===== config.mk =====
export PLATFORM = sky130hd
export DESIGN_NAME = uart_rx_core
export DESIGN_NICKNAME = d
export VERILOG_FILES = /design/src/rtl/uart_rx_core.sv
export SDC_FILE = /design/constraint.sdc
export NUM_CORES = 1
export LEC_CHECK = 0
export CAP_MARGIN = 10
export CORE_MARGIN = 2
export CORE_UTILIZATION = 55
export DETAILED_ROUTE_END_ITERATION = 7
export MAX_ROUTING_LAYER = met4
export PLACE_DENSITY = 0.78
export SLEW_MARGIN = 15
export SYNTH_ARGS = -nofsm -noshare
export SYNTH_HDL_FRONTEND = slang
export SYNTH_SLANG_ARGS = --single-unit

===== constraint.sdc =====
create_clock -name clk -period 5.1 [get_ports clk]
set_clock_uncertainty 0.2 [all_clocks]
set_input_delay 1.02 -clock clk [delete_from_list [all_inputs] [get_ports clk]]
set_output_delay 1.02 -clock clk [all_outputs]
set_load 0.05 [all_outputs]

===== src/rtl/uart_rx_core.sv =====
`default_nettype none
// ============================================================================
// Module      : uart_rx_core
// Description : UART receive core. Oversamples RX_IN (Prescale clocks per
//               bit), deserializes LSB first, checks optional parity and the
//               stop bit, and strobes Data_Valid for one clock on good frames.
//               Optional build macro UART_RX_MAJORITY_VOTE_EN selects 2-of-3
//               majority sampling around mid-bit instead of a single sample.
// Revision    : 1.0 - initial release
// ============================================================================
module uart_rx_core #(
    parameter int DATA_WIDTH = 8
) (
    input  logic                  clk,
    input  logic                  rst,
    input  logic                  RX_IN,
    input  logic [5:0]            Prescale,
    input  logic                  PAR_EN,
    input  logic                  PAR_TYP,
    output logic [DATA_WIDTH-1:0] P_DATA,
    output logic                  Data_Valid,
    output logic                  Par_Err,
    output logic                  Stp_Err
);

    localparam int BW = (DATA_WIDTH > 1) ? $clog2(DATA_WIDTH) : 1;
    localparam logic [BW-1:0] C_LAST_BIT = BW'(DATA_WIDTH - 1);

    typedef enum logic [2:0] {
        S_IDLE   = 3'd0,
        S_START  = 3'd1,
        S_DATA   = 3'd2,
        S_PARITY = 3'd3,
        S_STOP   = 3'd4
    } state_t;

    state_t                state_q, state_d;
    logic [5:0]            edge_q, edge_d;
    logic [BW-1:0]         bit_q, bit_d;
    logic [DATA_WIDTH-1:0] shift_q, shift_d;
    logic                  sample_q, sample_d;
    logic [5:0]            pre_q, pre_d;
    logic                  par_en_q, par_en_d;
    logic                  par_typ_q, par_typ_d;
    logic [DATA_WIDTH-1:0] pdata_q, pdata_d;
    logic                  valid_q, valid_d;
    logic                  perr_q, perr_d;
    logic                  serr_q, serr_d;

    logic [5:0] w_pre_norm;
    logic [5:0] w_half;
    logic [5:0] w_dec_pt;
    logic       w_bit;
    logic       w_decide;
    logic       w_last;
    logic       w_par_exp;

    // Unsupported oversampling ratios fall back to 8
    assign w_pre_norm = (Prescale == 6'd16 || Prescale == 6'd32) ? Prescale : 6'd8;
    assign w_half     = {1'b0, pre_q[5:1]};
    assign w_last     = (edge_q == pre_q - 6'd1);
    assign w_decide   = (edge_q == w_dec_pt);
    assign w_par_exp  = (^shift_q) ^ par_typ_q;

`ifdef UART_RX_MAJORITY_VOTE_EN
    logic maj_a_q, maj_a_d;
    logic maj_b_q, maj_b_d;

    // Decision at the third sample: two earlier samples plus the live line
    assign w_dec_pt = w_half + 6'd1;
    assign w_bit    = (maj_a_q & maj_b_q) | (maj_a_q & RX_IN) | (maj_b_q & RX_IN);

    // Capture the two early samples of the vote window
    always_comb begin
        maj_a_d = maj_a_q;
        maj_b_d = maj_b_q;
        if (edge_q == w_half - 6'd1) maj_a_d = RX_IN;
        if (edge_q == w_half)        maj_b_d = RX_IN;
    end

    // Vote sample registers
    always_ff @(posedge clk or negedge rst) begin
        if (!rst) begin
            maj_a_q <= 1'b1;
            maj_b_q <= 1'b1;
        end else begin
            maj_a_q <= maj_a_d;
            maj_b_q <= maj_b_d;
        end
    end
`else
    assign w_dec_pt = w_half;
    assign w_bit    = RX_IN;
`endif

    // Next-state, counter, datapath and flag logic
    always_comb begin
        state_d   = state_q;
        edge_d    = w_last ? 6'd0 : edge_q + 6'd1;
        bit_d     = bit_q;
        shift_d   = shift_q;
        sample_d  = w_decide ? w_bit : sample_q;
        pre_d     = pre_q;
        par_en_d  = par_en_q;
        par_typ_d = par_typ_q;
        pdata_d   = pdata_q;
        valid_d   = 1'b0;
        perr_d    = perr_q;
        serr_d    = serr_q;

        case (state_q)
            S_IDLE: begin
                edge_d   = 6'd0;
                bit_d    = '0;
                sample_d = sample_q;
                if (!RX_IN) begin
                    // Detection cycle counts as edge 0 of the start bit
                    state_d   = S_START;
                    edge_d    = 6'd1;
                    pre_d     = w_pre_norm;
                    par_en_d  = PAR_EN;
                    par_typ_d = PAR_TYP;
                end
            end
            S_START: begin
                if (w_decide) begin
                    if (w_bit) begin
                        // Glitch: abandon quietly, flags untouched
                        state_d = S_IDLE;
                        edge_d  = 6'd0;
                    end else begin
                        perr_d = 1'b0;
                        serr_d = 1'b0;
                    end
                end else if (w_last) begin
                    state_d = S_DATA;
                end
            end
            S_DATA: begin
                if (w_last) begin
                    shift_d = {sample_q, shift_q[DATA_WIDTH-1:1]};
                    if (bit_q == C_LAST_BIT) begin
                        bit_d   = '0;
                        state_d = par_en_q ? S_PARITY : S_STOP;
                    end else begin
                        bit_d = bit_q + 1'b1;
                    end
                end
            end
            S_PARITY: begin
                if (w_last) begin
                    perr_d  = (sample_q != w_par_exp);
                    state_d = S_STOP;
                end
            end
            S_STOP: begin
                // Register one clock early so the strobe lands on the last stop clock
                if (edge_q == pre_q - 6'd2) begin
                    serr_d = ~sample_q;
                    if (!perr_q && sample_q) begin
                        valid_d = 1'b1;
                        pdata_d = shift_q;
                    end
                end
                if (w_last) state_d = S_IDLE;
            end
            default: begin
                state_d = S_IDLE;
                edge_d  = 6'd0;
            end
        endcase
    end

    // State and datapath registers
    always_ff @(posedge clk or negedge rst) begin
        if (!rst) begin
            state_q   <= S_IDLE;
            edge_q    <= 6'd0;
            bit_q     <= '0;
            shift_q   <= '0;
            sample_q  <= 1'b1;
            pre_q     <= 6'd8;
            par_en_q  <= 1'b0;
            par_typ_q <= 1'b0;
            pdata_q   <= '0;
            valid_q   <= 1'b0;
            perr_q    <= 1'b0;
            serr_q    <= 1'b0;
        end else begin
            state_q   <= state_d;
            edge_q    <= edge_d;
            bit_q     <= bit_d;
            shift_q   <= shift_d;
            sample_q  <= sample_d;
            pre_q     <= pre_d;
            par_en_q  <= par_en_d;
            par_typ_q <= par_typ_d;
            pdata_q   <= pdata_d;
            valid_q   <= valid_d;
            perr_q    <= perr_d;
            serr_q    <= serr_d;
        end
    end

    assign P_DATA     = pdata_q;
    assign Data_Valid = valid_q;
    assign Par_Err    = perr_q;
    assign Stp_Err    = serr_q;

endmodule
`default_nettype wire

# Word level (Yosys, flattened, before mapping)
# Index checks and enable logic that the tools add are counted.
dict set report word_totals {
  reg_bits 40
  latchBits 0
  ram_bits 0
  rom_bits 0
  input_bits 11
  out_inout_bits 11
  mem_count 0
}
dict set report op_classes {
  add_sub_neg 4
  multipliers 0
  n_div 0
  magnitude_cmp 0
  n_eq_ne 21
  n_shift 0
  muxes 28
  n_bitwise 4
  reduce_logical 17
}
# cell count
set ops {}
lappend ops {{2-to-1 mux 3 bit} 11}
lappend ops {{2-to-1 mux 6 bit} 4}
lappend ops {{one-hot mux 6 bit (3 select lines)} 1}
lappend ops {{!= test 2 bit (second input constant)} 8}
lappend ops {{one-hot mux 3 bit (5 select lines)} 1}
lappend ops {{equality test 6 bit} 2}
lappend ops {{2-to-1 mux 1 bit} 8}
lappend ops {{AND reduction 2 bit} 4}
lappend ops {{AND reduction 4 bit} 2}
lappend ops {{XOR reduction 8 bit} 1}
lappend ops {{AND reduction 7 bit} 1}
lappend ops {{adder 6 x 1 -> 6 bit (second input constant)} 1}
lappend ops {{equality test 3 x 2 -> 1 bit (second input constant)} 2}
lappend ops {{equality test 3 bit (second input constant)} 2}
lappend ops {{equality test 6 x 5 -> 1 bit} 1}
lappend ops {{equality test 6 x 5 -> 1 bit (second input constant)} 1}
lappend ops {{equality test 6 bit (second input constant)} 1}
lappend ops {{!= test 3 bit (second input constant)} 2}
lappend ops {{one-hot mux 3 bit (2 select lines)} 1}
lappend ops {{nonzero test 2 bit} 3}
lappend ops {{subtractor 6 x 1 -> 6 bit (second input constant)} 1}
lappend ops {{subtractor 6 x 2 -> 6 bit (second input constant)} 1}
lappend ops {{one-hot mux 1 bit (2 select lines)} 2}
lappend ops {{adder 3 x 1 -> 3 bit (second input constant)} 1}
lappend ops {{other kinds (10)} 12}

# Longest topological paths before layout
# Gate-level depths: netlist of run 1.
dict set report logic_depth {
  word_depth 6
  depth_mapped 9
  depth_no_buf 8
}

# Least setup slack after synthesis of run 1
# No wires, ideal clock.
dict set report synth_path {
  kind {register -> register}
  start {register pre_q[2]}
  end {register pdata_q[0], in the netlist P_DATA[0]}
  setup_time_ns 0.125
  arrival_time_ns 2.103
  t_required_ns 4.775
  path_slack_ns 2.671
  path_stages_with_launch 10
  path_buffers 1
  synth_period_minus_slack_ns 2.429
  path_cell_list {dfrtp_1 inv_1 ha_1 xor2_1 a211oi_2 a31oi_1 nor4_2 and3b_1 buf_6 mux2_4}
}
dict set report synth_between {
  elab_chain_len 3
}
# element line_no
set synth_lines {}
lappend synth_lines {{start: declaration} 42} ;# logic [5:0] pre_q, pre_d;
lappend synth_lines {{start signal: assignment} 195} ;# pre_q <= pre_d;
lappend synth_lines {{subtractor 6 x 2 -> 6 bit} 158} ;# if (edge_q == pre_q - 6'd2) begin
lappend synth_lines {{equality test 6 bit} 158}
lappend synth_lines {{AND reduction 3 bit (no source line)} n/a}
lappend synth_lines {{end signal: assignment} 198} ;# pdata_q <= pdata_d;
lappend synth_lines {{end: declaration} 45} ;# logic [DATA_WIDTH-1:0] pdata_q, pdata_d;
# Every way passes these cells.
# A chain may end at the register's enable or synchronous reset.

# Worst setup path after layout of run 1
dict set report layout_path {
  start {register pre_q[2]}
  end {register shift_q[0]}
}
dict set report layout_between {
  elab_chain_len 3
}
# element line_no
set layout_lines {}
lappend layout_lines {{subtractor 6 x 1 -> 6 bit} 61} ;# assign w_last = (edge_q == pre_q - 6'd1);
lappend layout_lines {{equality test 6 bit} 61}
lappend layout_lines {{AND reduction 2 bit (no source line)} n/a}
lappend layout_lines {{end signal: assignment} 193} ;# shift_q <= shift_d;
lappend layout_lines {{end: declaration} 40} ;# logic [DATA_WIDTH-1:0] shift_q, shift_d;
# Every way passes these cells.

==> flow_summary.yaml, run 1 <==
outcome:
  outcome: "completed"
die:
  core_mm2: 0.00394
  initial_utilization_pct: 56.7
  die-height_um: 67.7
  die_x_um: 67.7
  ioPinCount: 22
  row_count: 23
  fp.dieArea_mm2: 0.00459
pwr:
  power_density_mw_per_mm2: 428
  p_leak_uw: 0.00112
  peakVddDrop_mv: 0.258
routing:
  vias: 1498
  wl_met3_um: 148
  highest_layer: "met4"
  wl_per_cell_um: 14.2
  routed_wl_um: 3850
  met1Wirelength_um: 1920
  vias_per_cell: 5.51
  ant_nets: 0
  wl_met2_um: 1730
  dr.pass1.iters: 4
  first_iter_violations: 90
  drc: 0
placed_design:
  routabilityCongestion: 0.838
  io_buffers: 21
  dp_hpwl_um: 2830
  post-place-ws_ns: 2.12
setup_path:
  crit_path_end_kind: "register"
  crit_arrival_ns: 2.98
  cpPeakStageDelay_ns: 0.70
  critPathTopFamily: "simple AND/OR/NAND/NOR gates"
  required_ns: 5.09
  crit_chain: "inv_1 -> ha_1 -> nor3b_2 -> and3_1 -> o221a_2 -> nand2_1 -> nor3_2 -> mux2_2"
  rr_endpoint: "shift_q[0]$_DFFE_PN0P_"
  start_kind: "register"
  r2r_slack_ns: 2.11
  r2r-start: "pre_q[2]$_DFFE_PN0P_"
  path_max_fanout: 11
  slowest_stage: "nor3_2"
  worstSetupPathType: "register to register"
  cp_num_buf_inv: 1
  r2r.worst_path.cells: 8
worst_hold_path:
  hold_class: "register to register"
  hold-path-endpoint: "par_en_q$_DFFE_PN0P_"
  min-delay-start: "par_en_q$_DFFE_PN0P_"
  holdPathStages: 2
synth:
  synth_ff_type: "dfrtp_1"
  ys_ff_latch: 40
  yosysTopAreaCell: "dfrtp_1"
  yosysSeqAreaShare_pct: 44.9
  async_reset_ff_share_pct: 100
  yosysMostFrequentCell: "dfrtp_1"
  ys_warn_count: 0
  synth_top_area_share_pct: 42.6
  postSynthCellCount: 204
  synth_common_cells: "dfrtp_1, xnor2_1, nand2_1, nor2_1"
  synth_area_mm2: 0.00223
  synth_edf_count: 0
  synth.distinct_cells: 46
  synth_fp_nets: 221
  netlist_top_cells_area: "dfrtp_1, xnor2_1, mux2_4"
  synth_area_per_cell_um2: 11.0
finish:
  multi_input_area_mm2: 0.00113
  nNetsFinal: 238
  antennaDiodeCount: 0
  area_delta_synth_final_pct: 14.0
  register_area_mm2: 0.00100
  num-fill-cells: 325
  final_core_util_pct: 64.6
  layout-drive-gt1-share_pct: 13.5
clocking:
  ctsResizeCount: 0
  cts_tree: "built"
  cts_num_sinks: 40
  cts_root_buffer: "clkbuf_8"
  post-cts-setup-buffers: 0
  clk_pin_slew_ns: 0.08
  clock_latency_ns: 0.29
  cts_hold_buffers: 0
  cts_buffers: 5
  htreeDepth: 2
  cts_buffer_depth: 2
global_route:
  grt_pass1_vias: 1425
  grt-ovfl-total: 0
  antenna_found_initial: 0
  grt_max_degree: 41
  grt_pass1_wl_um: 6620
  track_usage_pct: 20.3
sta:
  setup_viol: 0
  rsz0062_at_grt: "false"
  fmax_mhz: 334
  fin_setup_tns_ns: 0
  slew_headroom_pct: 39.7
  period_share_pct: 58.7
  final_hold_viol_count: 0
  period_minus_slack_ns: 2.99
  slew_viol_final: 0
  worstMarginPinSlew_ns: 0.900
  worst_slack_ns: 2.11
job:
  drv_cap: 0
-- routing by layer --
layer,GRT usage [%],vias up
met2,27.3,35
met5,-,-
li1,-,740
met3,5.33,4
met1,29.0,719
met4,7.65,0
-- worst min-delay path, cell delays in order (launching register included) --
cell and delay [ns]:
dfrtp_1 0.34, nand2_1 0.05, nand2_1 0.05
-- worst max path at each step --
stage                                    start                     end  cells past startpoint
after floorplan           pre_q[2]$_DFFE_PN0P_   P_DATA[0]$_DFFE_PN0P_                      9
final                     pre_q[2]$_DFFE_PN0P_  shift_q[0]$_DFFE_PN0P_                      8
after global placement    pre_q[2]$_DFFE_PN0P_  shift_q[1]$_DFFE_PN0P_                      8
after global routing      pre_q[1]$_DFFE_PN0P_  shift_q[3]$_DFFE_PN0P_                      8
after CTS                 pre_q[2]$_DFFE_PN0P_  shift_q[0]$_DFFE_PN0P_                      8
after detailed placement  pre_q[2]$_DFFE_PN0P_  shift_q[0]$_DFFE_PN0P_                      8
-- layout by cell type (no fill, tap or decap), types with 2 or more instances in the layout --
master           Yosys  layout
nand2b_1             3       3
ha_1                 6       6
xor2_1               8       8
nand3_1              4       4
and3_1               3       3
a21oi_1              2       2
or3_1                2       2
dfrtp_1             38      38
mux2i_1              5       5
nor3_1               6       6
o21ai_0              5       5
clkbuf_8             0       6
mux2_4               8       8
mux2_2               2       2
or4_1                2       2
a211oi_2             2       2
mux2_1               6       6
o31ai_1              2       2
nor2_1              17      17
nand4_1              5       5
a22o_1               3       3
inv_1                6       6
dfstp_2              2       2
nand2_1             18      18
clkdlybuf4s50_1      0      20
xnor2_1             20      20
-- flip-flops by register name (all words and copies together) (netlist names) --
| register | count |
|---|---|
| P_DATA | 8 |
| Par_Err | 1 |
| bit_q | 3 |
| edge_q | 6 |
| Stp_Err | 1 |
| Data_Valid | 1 |
| par_en_q | 1 |
| sample_q | 1 |
| par_typ_q | 1 |
| shift_q | 8 |
| pre_q | 6 |
| state_q | 3 |
-- cell type report --
cell class / instances / share of cell area (%)
Multi-Input combinational cell: 147 / 44.5
Sequential cell: 40 / 39.4
Timing Repair Buffer: 21 / 8.06
Clock buffer: 6 / 3.24
Tap cell: 50 / 2.46
Clock inverter: 2 / 1.52
Inverter: 6 / 0.884
-- report_power, final --
group | internal (uW) | leakage (uW) | switching, uW | total [uW]
logic | 162 | 0.000526 | 216 | 378
registers | 369 | 0.000537 | 73.3 | 442
clock network | 160 | 0.0000614 | 110 | 270
-- cell families (layout without fill, tap and decap cells) --
group	after synthesis	count (layout)	synth area share, %
compound gates	23	23	7.84
xor+xnor	29	29	12.2
fa+ha+maj	6	6	3.36
buf+inv	17	35	4.42
flops	40	40	44.9
mux	21	21	11.6
simple gates	68	68	15.6
-- stage by stage --
| step | instances | hold WS [ns] | total power (uW) | instance area, um2 |
|---|---|---|---|---|
| 6_report | 272 | 0.279 | 1090 | 2550 |
| 5_1_grt | 272 | 0.323 | 1170 | 2550 |
| 4_1_cts | 272 | 0.282 | 1100 | 2550 |
| 3_5_place_dp | 264 | 0.264 | 821 | 2430 |
| 3_3_place_gp | 264 | 0.261 | 819 | 2430 |
| 2_1_floorplan | 204 | 0.247 | 732 | 2230 |
No activity file was read; power rests on OpenSTA's default activity.
==> run 2: changes to the inputs <==
==> constraint.sdc (replaced) <==
create_clock -name clk -period 2.8 [get_ports clk]
set_clock_uncertainty 0.2 [all_clocks]
set_input_delay 0.56 -clock clk [delete_from_list [all_inputs] [get_ports clk]]
set_output_delay 0.56 -clock clk [all_outputs]
set_load 0.05 [all_outputs]
==> run 2 against run 1 <==
  * Core utilization rose by 0.54 points
  * Critical path depth rose by 1
  * Largest power group unchanged
  * Largest cell class unchanged
  * Sequential power rose by 83%
  * Total power rose by 81%
==> flow_summary.yaml, run 2 (synthesis gave the netlist of run 1 again) <==
job:
  drv_cap: 0
global_route:
  track_usage_pct: 21.4
  grt_pass1_vias: 1435
  grt_max_degree: 41
  grt_pass1_wl_um: 6910
  grt-ovfl-total: 0
  antenna_found_initial: 0
finish:
  final_common_cell: "dfrtp_1"
  register_area_mm2: 0.00100
  nNetsFinal: 240
  final_cells: 274
  layout-drive-gt1-share_pct: 14.3
  area_delta_synth_final_pct: 14.9
  antennaDiodeCount: 0
  num-fill-cells: 319
  final_core_util_pct: 65.2
  multi_input_area_mm2: 0.00113
  final_cell_mix: "dfrtp_1, xnor2_1, clkdlybuf4s50_1, nand2_1, nor2_1"
sta:
  fin_setup_tns_ns: 0
  period_minus_slack_ns: 2.67
  period_share_pct: 95.3
  worst_slack_ns: 0.131
  slew_viol_final: 0
  rsz0062_at_grt: "false"
  final_hold_viol_count: 0
  slew_headroom_pct: 42.0
  setup_viol: 0
  fmax_mhz: 375
  worstMarginPinSlew_ns: 0.870
clocking:
  post-cts-setup-buffers: 0
  cts_root_buffer: "clkbuf_8"
  cts_num_sinks: 40
  cts_buffer_depth: 2
  cts_hold_buffers: 0
  cts_tree: "built"
  clock_latency_ns: 0.29
  htreeDepth: 2
  clk_pin_slew_ns: 0.08
  cts_buffers: 5
  ctsResizeCount: 0
outcome:
  outcome: "completed"
routing:
  routed_wl_um: 4010
  ant_nets: 0
  vias_per_cell: 5.48
  vias: 1501
  drc: 0
  dr.pass1.iters: 4
  first_iter_violations: 80
  wl_per_cell_um: 14.6
die:
  core_mm2: 0.00394
  initial_utilization_pct: 56.7
  die-height_um: 67.7
  ioPinCount: 22
  die_x_um: 67.7
  row_count: 23
  fp.dieArea_mm2: 0.00459
placed_design:
  routabilityCongestion: 0.851
  dp_cells: 266
  dp_hpwl_um: 2940
  post-place-ws_ns: 0.148
  io_buffers: 21
pwr:
  p_int_uw: 1230
  power_density_mw_per_mm2: 769
  peakVddDrop_mv: 0.535
  seq_power_share_pct: 40.9
  switchingPower_uw: 742
  clkPwrFrac_pct: 24.6
  p_leak_uw: 0.00113
  swShare_pct: 37.6
  combPwrFrac_pct: 34.5
worst_hold_path:
  hold_class: "primary input to async pin"
setup_path:
  worstSetupPathType: "register to register"
  crit_arrival_ns: 2.65
  path_max_fanout: 11
  crit_path_end_kind: "register"
  r2r-start: "pre_q[1]$_DFFE_PN0P_"
  rr_endpoint: "shift_q[7]$_DFFE_PN0P_"
  required_ns: 2.78
  endpoint: "shift_q[7]$_DFFE_PN0P_"
  crit_start: "pre_q[1]$_DFFE_PN0P_"
  start_kind: "register"
  r2r.worst_path.cells: 9
  r2r_slack_ns: 0.13
run 2: cell types whose count changed in the layout (fill, tap and decap cells not counted):
cell | previous run | this run
buf_12 | 0 | 1
buf_4 | 0 | 1
clkbuf_8 | 6 | 5
clkinv_4 | 1 | 0
clkinvlp_4 | 0 | 1
inv_6 | 0 | 1
run 2: worst min path at each step:
stage,slack [ns],cells past startpoint,to,start
floorplan,0.06,0,Data_Valid$_DFF_PN0_,rst
global placement,0.26,2,par_en_q$_DFFE_PN0P_,par_en_q$_DFFE_PN0P_
detailed placement,0.28,2,par_en_q$_DFFE_PN0P_,par_en_q$_DFFE_PN0P_
CTS,0.21,1,Par_Err$_DFFE_PN0P_,rst
global route,0.24,1,shift_q[1]$_DFFE_PN0P_,rst
finish,0.17,1,shift_q[1]$_DFFE_PN0P_,rst
run 2: cell type report:
cell class,count,area share (%)
clock buffers,5,2.68
clock inverters,3,1.80
inverters,6,0.877
multi-input cells,147,44.1
flip-flops and latches,40,39.1
well taps,50,2.44
repair buffers,23,9.06
run 2: per-stage QoR:
step	power [uW]	cell area [um2]	hold WS [ns]
3_5_place_dp	1490	2450	0.282
4_1_cts	1990	2570	0.210
3_3_place_gp	1480	2450	0.261
6_report	1980	2570	0.174
2_1_floorplan	1330	2230	0.0644
5_1_grt	2120	2570	0.241
run 2: power by group through the flow:
stage / clock network, uW / registers, uW / logic, uW
after floorplan: 0 / 804 / 529
after global placement: 0 / 814 / 668
after detailed placement: 0 / 817 / 677
after CTS: 497 / 806 / 683
after global routing: 523 / 829 / 765
final: 486 / 808 / 682
run 2: routing by layer:
metal / GRT usage (%) / share of wire (%)
met4: 8.67 / 0.95
met1: 30.2 / 49
met2: 28.8 / 45
met3: 6.00 / 4.9
met5: - / 0
run 2: worst max-delay path, stage by stage, from the launching register on:
cell and delay, ns:
dfrtp_1 0.40, inv_1 0.17, ha_1 0.26, xnor2_1 0.09, a211oi_1 0.33, o221a_2 0.27, nand2_1 0.11, nor3_2 0.14
buf_4 0.23, mux2_1 0.34
==> run 3: changes to the inputs <==
--- a/config.mk
+++ b/config.mk
@@ -9,8 +9,8 @@
 export CORE_MARGIN = 2
 export CORE_UTILIZATION = 55
 export DETAILED_ROUTE_END_ITERATION = 7
-export MAX_ROUTING_LAYER = met4
 export PLACE_DENSITY = 0.78
+export REMOVE_ABC_BUFFERS = 1
 export SLEW_MARGIN = 15
 export SYNTH_ARGS = -nofsm -noshare
 export SYNTH_HDL_FRONTEND = slang
==> run 3 against run 2 <==
  * Design area decreased by 1.1%
  * Clock power decreased by 22%
  * Critical path type unchanged
  * Total power decreased by 5.2%
  * Largest cell class unchanged
  * Critical endpoint is now P_DATA[1]$_DFFE_PN0P_
==> flow_summary.yaml, run 3 (synthesis gave the netlist of run 1 again) <==
placed_design:
  io_buffers: 21
  dp_cells: 268
  placed_area_mm2: 0.00246
  dp_hpwl_um: 3170
  routabilityCongestion: 0.906
outcome:
  outcome: "completed"
finish:
  nNetsFinal: 242
  final_common_cell: "dfrtp_1"
  final_cell_mix: "dfrtp_1, xnor2_1, clkdlybuf4s50_1, nand2_1, nor2_1"
  register_area_mm2: 0.00100
  antennaDiodeCount: 0
  layout-drive-gt1-share_pct: 14.6
  multi_input_area_mm2: 0.00113
  area_delta_synth_final_pct: 13.7
  final_cells: 276
  num-fill-cells: 332
  stdcell_area_mm2: 0.00254
sta:
  rsz0062_at_grt: "false"
  final_hold_viol_count: 0
  period_minus_slack_ns: 2.59
  slew_headroom_pct: 41.6
  period_share_pct: 92.4
  fin_setup_tns_ns: 0
  slew_viol_final: 0
  fmax_mhz: 386
  worstMarginPinSlew_ns: 0.875
  setup_viol: 0
routing:
  routed_wl_um: 4240
  wl_met3_um: 181
  wl_met2_um: 2070
  dr.pass1.iters: 4
  vias: 1551
  drc: 0
  wl_per_cell_um: 15.4
  vias_per_cell: 5.62
  highest_layer: "met4"
  met1Wirelength_um: 1900
  ant_nets: 0
  first_iter_violations: 66
clocking:
  cts_buffer_depth: 2
  cts_tree: "built"
  clock_latency_ns: 0.30
  post-cts-setup-buffers: 0
  ctsResizeCount: 0
  cts_num_sinks: 40
  htreeDepth: 2
  cts_hold_buffers: 0
  clk_pin_slew_ns: 0.08
  cts_buffers: 5
  cts_root_buffer: "clkbuf_8"
pwr:
  clkPwrFrac_pct: 20.2
  seq_power_share_pct: 43.1
  combPwrFrac_pct: 36.7
  p_leak_uw: 0.00113
  swShare_pct: 39.1
  switchingPower_uw: 732
  power_density_mw_per_mm2: 737
  p_int_uw: 1140
  peakVddDrop_mv: 0.685
setup_path:
  path_max_fanout: 9
  crit_path_end_kind: "register"
  required_ns: 2.78
  worstSetupPathType: "register to register"
  start_kind: "register"
  crit_arrival_ns: 2.57
global_route:
  antenna_found_initial: 0
  track_usage_pct: 21.9
  grt-ovfl-total: 0
  grt_pass1_wl_um: 7220
  grt_pass1_vias: 1512
  grt_max_degree: 41
die:
  ioPinCount: 22
  fp.dieArea_mm2: 0.00459
  core_mm2: 0.00394
  row_count: 23
  die-height_um: 67.7
  initial_utilization_pct: 56.7
  die_x_um: 67.7
job:
  drv_cap: 0
worst_hold_path:
  hold_class: "primary input to async pin"
## run 3: cell types whose count changed in the layout (fill, tap and decap cells not counted), sizes merged
cell,change
clkbuf,+1
inv,-1
buf,+2
bufinv,-1
clkinv,+1
## run 3: worst max-delay path, stage by stage (launching register included)
cell      delay, ns
dfrtp_1        0.36
inv_1          0.11
ha_1           0.26
xor2_1         0.17
a211oi_2       0.20
a31oi_1        0.07
nor4_2         0.35
and3b_1        0.21
buf_4          0.21
mux2_4         0.32
## run 3: routing by layer
metal / vias to the layer above / track usage (%)
li1: 745 / -
met1: 757 / 29.4
met2: 42 / 34.3
met3: 7 / 4.50
met4: 0 / 9.18
met5: - / 0
## run 3: cell type report
class                           instances  area share [%]
Clock buffer                            6            2.86
Clock inverter                          2           0.492
Inverter                                6           0.886
Multi-Input combinational cell        147            44.6
Sequential cell                        40            39.5
Tap cell                               50            2.46
Timing Repair Buffer                   25            9.26
## run 3: power groups by stage
stage               combinational, uW  clock (uW)  sequential [uW]
floorplan                         477           0              830
detailed placement                689           0              817
finish                            688         378              807
global placement                  679           0              813
CTS                               690         384              806
global route                      766         415              825
## run 3: final timing paths
check / from / to / slack, ns / cells after the start
worst max-delay path: pre_q[1]$_DFFE_PN0P_ / P_DATA[1]$_DFFE_PN0P_ / 0.21 / 9
max in group asynchronous: rst / state_q[1]$_DFFE_PN0P_ / 1.68 / 1
worst min-delay path: rst / P_DATA[5]$_DFFE_PN0P_ / 0.17 / 1
worst max register to register: pre_q[1]$_DFFE_PN0P_ / P_DATA[1]$_DFFE_PN0P_ / 0.21 / 9
worst min register to register: par_en_q$_DFFE_PN0P_ / par_en_q$_DFFE_PN0P_ / 0.30 / 2
min in group clk: par_en_q$_DFFE_PN0P_ / par_en_q$_DFFE_PN0P_ / 0.30 / 2
## run 3: metrics by stage
stage	total power [uW]	util [%]	setup slack (ns)	hold slack, ns
detailed placement	1510	62.3	0.229	0.282
floorplan	1310	-	0.126	0.0644
global route	2010	64.5	0.0578	0.256
CTS	1880	64.5	0.210	0.208
finish	1870	64.5	0.212	0.172
global placement	1490	62.3	0.276	0.261
